$ cat config.mk
export PLATFORM = sky130hd
export DESIGN_NAME = mem_port_arbiter
export DESIGN_NICKNAME = d
export VERILOG_FILES = /design/src/rtl/all_pkgs.sv /design/src/rtl/mem_port_arbiter.sv
export SDC_FILE = /design/constraint.sdc
export NUM_CORES = 1
export LEC_CHECK = 0
export CORE_MARGIN = 1.5
export CORE_UTILIZATION = 45
export CTS_CLUSTER_DIAMETER = 120
export DETAILED_ROUTE_END_ITERATION = 12
export GPL_TIMING_DRIVEN = 0
export PLACE_DENSITY = 0.93
export SYNTH_ARGS = -nofsm -noshare
export SYNTH_HDL_FRONTEND = slang
export SYNTH_SLANG_ARGS = --single-unit
$ cat constraint.sdc
create_clock -name clk -period 3.4 [get_ports clk]
set_clock_uncertainty 0.2 [all_clocks]
set_input_delay 0.34 -clock clk [delete_from_list [all_inputs] [get_ports clk]]
set_output_delay 0.34 -clock clk [all_outputs]
set_load 0.1 [all_outputs]
$ cat src/rtl/all_pkgs.sv
// Shared constants and types for the memory-port arbiter.
package all_pkgs;

  localparam int unsigned DATA_WIDTH      = 32;
  localparam int unsigned ARB_MAX_IF_WAIT = 4;
  localparam int unsigned ARB_TIMEOUT     = 64;

  typedef enum logic [1:0] {
    IDLE,
    BUSY_IF,
    BUSY_DM,
    RESP
  } arb_state_t;

endpackage

$ cat src/rtl/mem_port_arbiter.sv
// Shares one memory port between instruction fetch and data access.
// Single outstanding transaction, DM priority, IF starvation guard, timeout abort.
module mem_port_arbiter
  import all_pkgs::*;
#(
  parameter int unsigned WIDTH       = DATA_WIDTH,
  parameter int unsigned MAX_IF_WAIT = ARB_MAX_IF_WAIT,
  parameter int unsigned TIMEOUT     = ARB_TIMEOUT
) (
  input  logic             clk,
  input  logic             rst,
  input  logic             if_req,
  input  logic [WIDTH-1:0] if_addr,
  input  logic             if_flush,
  output logic             if_ready,
  output logic [WIDTH-1:0] if_rdata,
  input  logic             dm_req,
  input  logic             dm_we,
  input  logic [WIDTH-1:0] dm_addr,
  input  logic [WIDTH-1:0] dm_wdata,
  input  logic [3:0]       dm_be,
  output logic             dm_ready,
  output logic [WIDTH-1:0] dm_rdata,
  output logic             mem_req,
  output logic             mem_we,
  output logic [WIDTH-1:0] mem_addr,
  output logic [WIDTH-1:0] mem_wdata,
  output logic [3:0]       mem_be,
  input  logic             mem_ack,
  input  logic [WIDTH-1:0] mem_rdata,
  output logic             err
);

  localparam int unsigned WAIT_W = $clog2(MAX_IF_WAIT + 1);
  localparam int unsigned TMO_W  = $clog2(TIMEOUT);
  localparam logic [WAIT_W-1:0] WAIT_MAX = WAIT_W'(MAX_IF_WAIT);
  localparam logic [TMO_W-1:0]  TMO_LAST = TMO_W'(TIMEOUT - 1);

  arb_state_t        state_q, state_d;
  logic              mem_req_q, mem_req_d;
  logic              mem_we_q, mem_we_d;
  logic [WIDTH-1:0]  mem_addr_q, mem_addr_d;
  logic [WIDTH-1:0]  mem_wdata_q, mem_wdata_d;
  logic [3:0]        mem_be_q, mem_be_d;
  logic              if_ready_q, if_ready_d;
  logic [WIDTH-1:0]  if_rdata_q, if_rdata_d;
  logic              dm_ready_q, dm_ready_d;
  logic [WIDTH-1:0]  dm_rdata_q, dm_rdata_d;
  logic              err_q, err_d;
  logic [WAIT_W-1:0] if_wait_cnt_q, if_wait_cnt_d;
  logic [TMO_W-1:0]  tmo_cnt_q, tmo_cnt_d;
  logic              kill_q, kill_d;
  logic              served_if_q, served_if_d;

  logic if_serving;
  logic is_if;
  logic kill_now;
  logic finish;

  always_comb begin
    state_d       = state_q;
    mem_req_d     = mem_req_q;
    mem_we_d      = mem_we_q;
    mem_addr_d    = mem_addr_q;
    mem_wdata_d   = mem_wdata_q;
    mem_be_d      = mem_be_q;
    if_ready_d    = 1'b0;
    if_rdata_d    = if_rdata_q;
    dm_ready_d    = 1'b0;
    dm_rdata_d    = dm_rdata_q;
    err_d         = 1'b0;
    if_wait_cnt_d = if_wait_cnt_q;
    tmo_cnt_d     = tmo_cnt_q;
    kill_d        = kill_q;
    served_if_d   = served_if_q;
    is_if         = (state_q == BUSY_IF);
    kill_now      = kill_q | (is_if & if_flush);
    finish        = 1'b0;

    // RESP after an IF transaction still counts as IF being served.
    if_serving = is_if || (state_q == RESP && served_if_q);
    if (if_req && !if_serving && if_wait_cnt_q != WAIT_MAX)
      if_wait_cnt_d = if_wait_cnt_q + WAIT_W'(1);

    case (state_q)
      IDLE: begin
        if (if_req && (if_wait_cnt_q == WAIT_MAX || !dm_req)) begin
          state_d       = BUSY_IF;
          mem_req_d     = 1'b1;
          mem_we_d      = 1'b0;
          mem_addr_d    = if_addr;
          mem_wdata_d   = '0;
          mem_be_d      = '1;
          if_wait_cnt_d = '0;
          kill_d        = if_flush;
          served_if_d   = 1'b1;
        end else if (dm_req) begin
          state_d     = BUSY_DM;
          mem_req_d   = 1'b1;
          mem_we_d    = dm_we;
          mem_addr_d  = dm_addr;
          mem_wdata_d = dm_wdata;
          mem_be_d    = dm_be;
          served_if_d = 1'b0;
        end
      end
      BUSY_IF, BUSY_DM: begin
        if (is_if)
          kill_d = kill_now;
        if (mem_ack && mem_req_q) begin
          finish = 1'b1;
          if (is_if)
            if_rdata_d = mem_rdata;
          else
            dm_rdata_d = mem_we_q ? '0 : mem_rdata;
        end else if (tmo_cnt_q == TMO_LAST) begin
          finish = 1'b1;
          err_d  = 1'b1;
          if (is_if)
            if_rdata_d = '0;
          else
            dm_rdata_d = '0;
        end else begin
          tmo_cnt_d = tmo_cnt_q + TMO_W'(1);
        end
        if (finish) begin
          state_d    = RESP;
          mem_req_d  = 1'b0;
          if_ready_d = is_if & ~kill_now;
          dm_ready_d = ~is_if;
        end
      end
      RESP: begin
        tmo_cnt_d = '0;
        kill_d    = 1'b0;
        state_d   = IDLE;
      end
      default: state_d = IDLE;
    endcase
  end

  always_ff @(posedge clk) begin
    if (!rst) begin
      state_q       <= IDLE;
      mem_req_q     <= 1'b0;
      mem_we_q      <= 1'b0;
      mem_addr_q    <= '0;
      mem_wdata_q   <= '0;
      mem_be_q      <= '0;
      if_ready_q    <= 1'b0;
      if_rdata_q    <= '0;
      dm_ready_q    <= 1'b0;
      dm_rdata_q    <= '0;
      err_q         <= 1'b0;
      if_wait_cnt_q <= '0;
      tmo_cnt_q     <= '0;
      kill_q        <= 1'b0;
      served_if_q   <= 1'b0;
    end else begin
      // Requesters must hold request and payload while their transaction is in flight.
      if (state_q == BUSY_DM)
        assert (dm_req && dm_addr == mem_addr_q && dm_we == mem_we_q);
      if (state_q == BUSY_IF)
        assert (if_req && if_addr == mem_addr_q);
      state_q       <= state_d;
      mem_req_q     <= mem_req_d;
      mem_we_q      <= mem_we_d;
      mem_addr_q    <= mem_addr_d;
      mem_wdata_q   <= mem_wdata_d;
      mem_be_q      <= mem_be_d;
      if_ready_q    <= if_ready_d;
      if_rdata_q    <= if_rdata_d;
      dm_ready_q    <= dm_ready_d;
      dm_rdata_q    <= dm_rdata_d;
      err_q         <= err_d;
      if_wait_cnt_q <= if_wait_cnt_d;
      tmo_cnt_q     <= tmo_cnt_d;
      kill_q        <= kill_d;
      served_if_q   <= served_if_d;
    end
  end

  assign mem_req   = mem_req_q;
  assign mem_we    = mem_we_q;
  assign mem_addr  = mem_addr_q;
  assign mem_wdata = mem_wdata_q;
  assign mem_be    = mem_be_q;
  assign if_ready  = if_ready_q;
  assign if_rdata  = if_rdata_q;
  assign dm_ready  = dm_ready_q;
  assign dm_rdata  = dm_rdata_q;
  assign err       = err_q;

endmodule

==> results of run 1 <==
[metal layers]
metal / share of wire (%) / vias up / routed length (um)
met1: 39 / 3197 / 8040
li1: - / 3203 / -
met3: 8.4 / 73 / 1750
met2: 48 / 371 / 10100
met5: 0 / - / 0
met4: 4.5 / 0 / 933
[cell usage in the layout (no fill, tap or decap), types with 2 or more instances in the layout]
master,count
nand3_1,69
nor2_1,13
clkinvlp_4,2
a22oi_1,2
o21ai_0,41
a311oi_1,2
inv_6,4
inv_1,9
nand4_1,34
o211ai_1,3
clkinv_4,4
and2_1,2
clkdlybuf4s50_1,273
nor2b_1,3
a21oi_1,109
ha_1,8
clkbuf_16,17
buf_2,4
o21a_1,2
clkbuf_1,60
clkbuf_8,3
a31oi_1,35
dfxtp_1,150
nand2_1,170
o41ai_1,2
and3_1,2
buf_1,5
mux2i_1,2
[power by group through the flow]
| stage | Sequential [mW] | Clock [mW] | Combinational [mW] |
|---|---|---|---|
| after floorplan | 3.75 | 0 | 1.09 |
| after global placement | 2.18 | 0 | 3.62 |
| after detailed placement | 2.19 | 0 | 3.66 |
| after CTS | 2.16 | 1.87 | 3.68 |
| after global routing | 2.19 | 1.95 | 3.89 |
| final | 2.16 | 1.85 | 3.70 |
[flip-flops by register name (all words and copies together) (netlist names)]
signal	cells
mem_we	1
err	1
if_rdata	32
mem_be	4
kill_q	1
tmo_cnt_q	6
mem_req	1
if_ready	1
dm_ready	1
if_wait_cnt_q	3
mem_wdata	32
dm_rdata	32
served_if_q	1
state_q	2
mem_addr	32
[path summary, 6_finish.rpt]
path | startpoint | end | cells after the start
setup / recovery | state_q[1] | dm_rdata[11] | 8
hold / removal | if_req | served_if_q | 3
setup reg to reg | state_q[1] | dm_rdata[11] | 8
hold reg to reg | mem_wdata[29] | mem_wdata[29] | 2
[stage by stage]
step / cells / util (%) / hold WS, ns / power [mW]
2_1_floorplan: 748 / - / 0.224 / 4.83
3_3_place_gp: 1193 / 69.7 / 0.237 / 5.80
3_5_place_dp: 1193 / 69.7 / 0.243 / 5.85
4_1_cts: 1225 / 74.3 / 0.156 / 7.70
5_1_grt: 1225 / 74.3 / 0.191 / 8.03
6_report: 1225 / 74.3 / 0.187 / 7.71
[cells by family (layout without fill, tap and decap cells)]
| logic type | Yosys count | after routing |
|---|---|---|
| XOR/XNOR | 2 | 2 |
| adder cells (fa/ha/maj) | 8 | 8 |
| AND/OR/NAND/NOR | 303 | 303 |
| multiplexers | 2 | 2 |
| buffers and inverters | 79 | 384 |
| flip-flops | 150 | 150 |
| AO/OA/AOI/OAI | 204 | 204 |
[synthesized netlist by cell type, types with 3 or more instances]
| library cell | number |
|---|---|
| o21ai_0 | 41 |
| nand2_1 | 170 |
| nand4_1 | 34 |
| nor2b_1 | 3 |
| nor2_1 | 13 |
| clkbuf_1 | 59 |
| o211ai_1 | 3 |
| buf_1 | 5 |
| a21oi_1 | 109 |
| a31oi_1 | 35 |
| dfxtp_1 | 150 |
| ha_1 | 8 |
| inv_1 | 9 |
| buf_2 | 4 |
| nand3_1 | 69 |
[worst max-delay path: cells and delay by family (launching register included)]
kind | cells | cell delay, ns
buffers and inverters | 4 | 1.09
AO/OA/AOI/OAI | 2 | 0.73
flip-flops | 1 | 0.32
adder cells (fa/ha/maj) | 1 | 0.19
AND/OR/NAND/NOR | 1 | 0.12
[final cells by class]
class,count,area [um^2]
Timing Repair Buffer,273,2730
Clock inverter,11,115
Tap cell,172,215
Buffer,69,272
Fill cell,880,3290
Sequential cell,150,3000
Inverter,10,37.5
Clock buffer,21,470
Multi-Input combinational cell,519,2640
==> run_results.csv, run 1 <==
group,metric,value,unit
logic_synthesis,ys_types,44,
drt,drt_wl_total,20.8,mm
global_route,grt_max_degree,17,
worst_setup_path,crit_required,3.55,ns
global_route,grt_first_pass_wirelength,33.3,mm
outcome,status,"complete, no violations",
drt,vias_per_cell,5.59,
cells_and_area,design_area,0.00949,mm^2
clock_tree,cts_tree,"built",
clock_tree,path_clk_slew,0.06,ns
clock_tree,ctsResizeCount,0,
logic_synthesis,syn_avg_cell_area,7.96,um^2
logic_synthesis,synthFlopType,"dfxtp_1",
logic_synthesis,ys_seq_area_share,50.5,%
clock_tree,htreeDepth,4,
logic_synthesis,syn_nets,895,
clock_tree,clk_latency,0.42,ns
logic_synthesis,yosys.area.top_type_share,50.5,%
global_route,first_global_vias,6767,
power_and_ir_drop,switching_share,48.0,%
power_and_ir_drop,power_frac_clock,24.0,%
cells_and_area,n_antenna_cell,0,
power_and_ir_drop,vdd_drop_max,0.572,mV
clock_tree,clockBufferDepth,2,
sta,setup_slack,0.666,ns
placement,port_buffers,273,
global_route,use_met3,9.06,%
sta,tightest_slew,1.05,ns
clock_tree,clockRootBuffer,"clkbuf_16",
logic_synthesis,synth_compound_gate_area_share,19.0,%
power_and_ir_drop,p_int,4.01,mW
logic_synthesis,synthMuxAreaShare,0.336,%
cells_and_area,finalNetCount,1187,
sta,post-route-period-util,80.4,%
power_and_ir_drop,p_seq_share,28.0,%
logic_synthesis,synthTopCellsByArea,"dfxtp_1 (50%), nand2_1 (11%), a21oi_1 (9.2%)",
logic_synthesis,synth_fa_ha_area_share,1.68,%
logic_synthesis,syn_inst,748,
sta,drv_slew,0,
worst_setup_path,reg2reg_slack,0.67,ns
clock_tree,cts_made_buffers,17,
drt,drtIter0Drc,524,
logic_synthesis,synth_warnings,0,
worst_setup_path,cp-end-kind,"register",
worst_setup_path,path_class,"reg2reg",
die,start_util,46.6,%
clock_tree,cts_sinks,150,
global_route,overflow,0,
sta,setup_viol,0,
power_and_ir_drop,powerDensity,813,mW/mm^2
placement,place_congestion,0.878,
sta,slew_headroom,29.7,%
job,maxCapViolCount,0,
drt,vias,6844,
sta,period_minus_slack,2.73,ns
global_route,groute.usage.overall,29.8,%
worst_setup_path,crit_path_start_kind,"register",
worst_setup_path,crit_fanout,10,
logic_synthesis,synth_edf_count,0,
sta,hold_viol_final,0,
logic_synthesis,synth_top_family_by_area,"simple AND/OR/NAND/NOR gates",
placement,place_hpwl,15.0,mm
worst_setup_path,cp.arrival,2.88,ns
worst_setup_path,path_cells,"inv_1, ha_1, clkbuf_1, inv_1, a32oi_1, clkbuf_1, nand2_1, a21oi_1",
sta,rsz0062_at_grt,"false",
worst_setup_path,crit_path_top_delay_cell,"a32oi_1",
clock_tree,post_cts_buffers,0,
placement,dp_slack,0.534,ns
die,rows,41,
die,die_x,118,um
drt,drtAntennaViolNets,0,
sta,setup_tns,0,ns
die,coreArea,0.0128,mm^2
drt,wl_per_cell,17.0,um
cells_and_area,syn_to_final_growth,59.4,%
die,io_pins,276,
logic_synthesis,synth-xor-area-share,0.294,%
global_route,antenna_found_initial,0,
worst_setup_path,cp_slowest_stage_delay,0.57,ns
cells_and_area,drive_gt1_share,3.99,%
global_route,top_usage_layer,"met2",
min_path,hold_path_class,"in2reg",
global_route,use_met2,50.9,%
power_and_ir_drop,combPwrFrac,48.0,%
power_and_ir_drop,p_leak,3.31,nW
drt,post-route-drc-count,0,
logic_synthesis,synth_largest_area_cell,"dfxtp_1",
logic_synthesis,async_flop_share,0,%
clock_tree,ctsHoldBuffers,0,
placement,placed_area,0.00890,mm^2
die,die_h,118,um
logic_synthesis,ys_seq_elements,150,
logic_synthesis,syn_area,0.00595,mm^2
sta,fmax,366,MHz
power_and_ir_drop,power.switching,3.70,mW
drt,dr.pass1.iters,5,
die,die_area,0.0139,mm^2
global_route,use_met1,32.6,%
logic_synthesis,synth-simple-area-share,23.1,%
Note: power is estimated with default switching activity, not from simulation.
==> run 2: changes to the inputs <==
--- a/config.mk
+++ b/config.mk
@@ -6,11 +6,11 @@
 export NUM_CORES = 1
 export LEC_CHECK = 0
 export CORE_MARGIN = 1.5
-export CORE_UTILIZATION = 45
+export CORE_UTILIZATION = 37
 export CTS_CLUSTER_DIAMETER = 120
 export DETAILED_ROUTE_END_ITERATION = 12
 export GPL_TIMING_DRIVEN = 0
-export PLACE_DENSITY = 0.93
+export PLACE_DENSITY = 0.83
 export SYNTH_ARGS = -nofsm -noshare
 export SYNTH_HDL_FRONTEND = slang
 export SYNTH_SLANG_ARGS = --single-unit
==> constraint.sdc (replaced) <==
create_clock -name clk -period 2.21 [get_ports clk]
set_clock_uncertainty 0.2 [all_clocks]
set_input_delay 0.221 -clock clk [delete_from_list [all_inputs] [get_ports clk]]
set_output_delay 0.221 -clock clk [all_outputs]
set_load 0.1 [all_outputs]
==> run_results.csv, run 2 (same netlist as run 1, synthesis figures left out) <==
group,metric,value,unit
placement,port_buffers,273,
worst_setup_path,crit_path_top_delay_cell,"or4b_1",
power_and_ir_drop,p_leak,4.00,nW
clock_tree,htreeDepth,4,
global_route,groute.usage.overall,23.7,%
cells_and_area,syn_to_final_growth,59.5,%
worst_setup_path,crit_fanout,6,
power_and_ir_drop,vdd_drop_max,0.812,mV
sta,hold_viol_final,0,
global_route,antenna_found_initial,0,
drt,vias_per_cell,5.25,
min_path,hold_path_class,"in2reg",
global_route,grt_first_pass_wirelength,31.4,mm
worst_setup_path,path_class,"reg2reg",
drt,drtIter0Drc,297,
die,die_h,130,um
drt,post-route-drc-count,0,
outcome,status,"complete, no violations",
die,coreArea,0.0158,mm^2
cells_and_area,multi_input_area,0.00271,mm^2
cells_and_area,instances_no_fill,1272,
drt,drtAntennaViolNets,0,
die,io_pins,276,
cells_and_area,final_common_cell,"nand2_1",
placement,place_congestion,0.827,
clock_tree,cts_made_buffers,17,
die,start_util,37.7,%
die,die_x,130,um
worst_setup_path,crit_path_start_kind,"register",
cells_and_area,drive_gt1_share,8.14,%
worst_setup_path,cp_slowest_stage_delay,0.48,ns
worst_setup_path,crit_required,2.36,ns
drt,wl_per_cell,16.0,um
worst_setup_path,cp-end-kind,"register",
worst_setup_path,cp.buffers_inverters,1,
worst_setup_path,cp.arrival,2.30,ns
placement,dp.cells,1237,
job,maxCapViolCount,0,
sta,setup_viol,0,
global_route,grt_max_degree,20,
clock_tree,clockRootBuffer,"clkbuf_16",
cells_and_area,final_cell_mix,"nand2_1 (170), dfxtp_1 (146), dlygate4sd2_1 (137), clkdlybuf4s50_1 (136), a21oi_1 (109)",
clock_tree,path_clk_slew,0.06,ns
cells_and_area,seq_area,0.00301,mm^2
die,rows,46,
sta,post-route-period-util,97.1,%
sta,tightest_slew,1.09,ns
drt,drt_wl_total,20.4,mm
global_route,overflow,0,
clock_tree,cts_tree,"built",
cells_and_area,fillers,1476,
drt,dr.pass1.iters,5,
placement,place_hpwl,15.0,mm
cells_and_area,finalNetCount,1190,
drt,vias,6675,
sta,period_minus_slack,2.15,ns
global_route,first_global_vias,6288,
power_and_ir_drop,powerDensity,1230,mW/mm^2
clock_tree,cts_sinks,150,
clock_tree,clk_latency,0.42,ns
sta,fmax,466,MHz
worst_setup_path,path_cells,"inv_2, ha_4, and4_4, a221o_2, or4b_1, a21oi_1",
clock_tree,clockBufferDepth,2,
sta,slew_headroom,27.8,%
worst_setup_path,path_delay_family,"simple AND/OR/NAND/NOR gates",
sta,setup_tns,0,ns
die,die_area,0.0169,mm^2
clock_tree,ctsHoldBuffers,0,
sta,drv_slew,0,
cells_and_area,n_antenna_cell,0,
==> run 2: changes by cell type in the layout (fill, tap and decap cells not counted), moves of 3 or more <==
cell	change
clkbuf_4	+4
buf_4	+10
clkinv_4	-3
dlygate4sd2_1	+137
clkdlybuf4s50_1	-137
clkbuf_1	-24
dfxtp_2	+4
dfxtp_1	-4
clkinvlp_4	+3
clkbuf_2	+16
==> run 2: through the flow <==
stage | hold slack, ns | utilization (%) | area (um^2) | worst slack, ns | power [mW]
global placement | 0.238 | 56.9 | 8970 | -0.432 | 9.00
global route | 0.0694 | 60.2 | 9500 | -0.0303 | 12.2
floorplan | 0.173 | - | 5970 | 0.0516 | 7.47
finish | 0.0455 | 60.2 | 9500 | 0.0643 | 11.7
detailed placement | 0.244 | 56.9 | 8970 | -0.446 | 9.05
CTS | 0.0222 | 59.7 | 9420 | 0.00634 | 11.7
==> run 2: worst reg2reg max path, delay by kind of cell (launching register included) <==
kind,cells,cell delay [ns]
and+or+nand+nor,2,0.69
AOI/OAI and AO/OA,2,0.52
DFF,1,0.34
adders and majority gates,1,0.26
buffers and inverters,1,0.06
==> run 2: what timing repair did <==
item | 4_1_cts | 5_1_grt
endpoints found under the setup margin | 237 | 103
buffers inserted | 3 | 3
gates resized for setup | 159 | 42
pin swaps | 1 | 3
==> run 2: routing by layer <==
| metal | vias to the layer above | part of all wire, % | track usage [%] |
|---|---|---|---|
| met2 | 303 | 49 | 41.6 |
| met5 | - | 0 | 0 |
| li1 | 3207 | - | - |
| met4 | 0 | 2.0 | 8.56 |
| met3 | 31 | 8.9 | 7.63 |
| met1 | 3134 | 40 | 26.9 |
==> run 2: final timing paths <==
path	startpoint	end	slack, ns	cells past startpoint
min reg2reg	mem_wdata[31]	mem_wdata[31]	0.25	2
max	state_q[0]	tmo_cnt_q[3]	0.06	6
min	if_req	served_if_q	0.05	3
max reg2reg	state_q[0]	tmo_cnt_q[3]	0.06	6
==> run 2: area by class of cell <==
| type | instances | area share [%] |
|---|---|---|
| buffer | 66 | 3.25 |
| timing repair buffer | 279 | 27.4 |
| clock buffer | 19 | 4.66 |
| tap | 216 | 2.85 |
| clock inverter | 13 | 1.19 |
| multi-input combinational | 519 | 28.5 |
| inverter | 10 | 0.395 |
| sequential | 150 | 31.7 |
==> run 2: power breakdown <==
part | leakage, nW | switching, mW | internal (mW)
Clock | 0.257 | 1.25 | 1.50
Combinational | 2.52 | 4.32 | 1.29
Sequential | 1.23 | 0.202 | 3.11
Total | 4.00 | 5.77 | 5.90
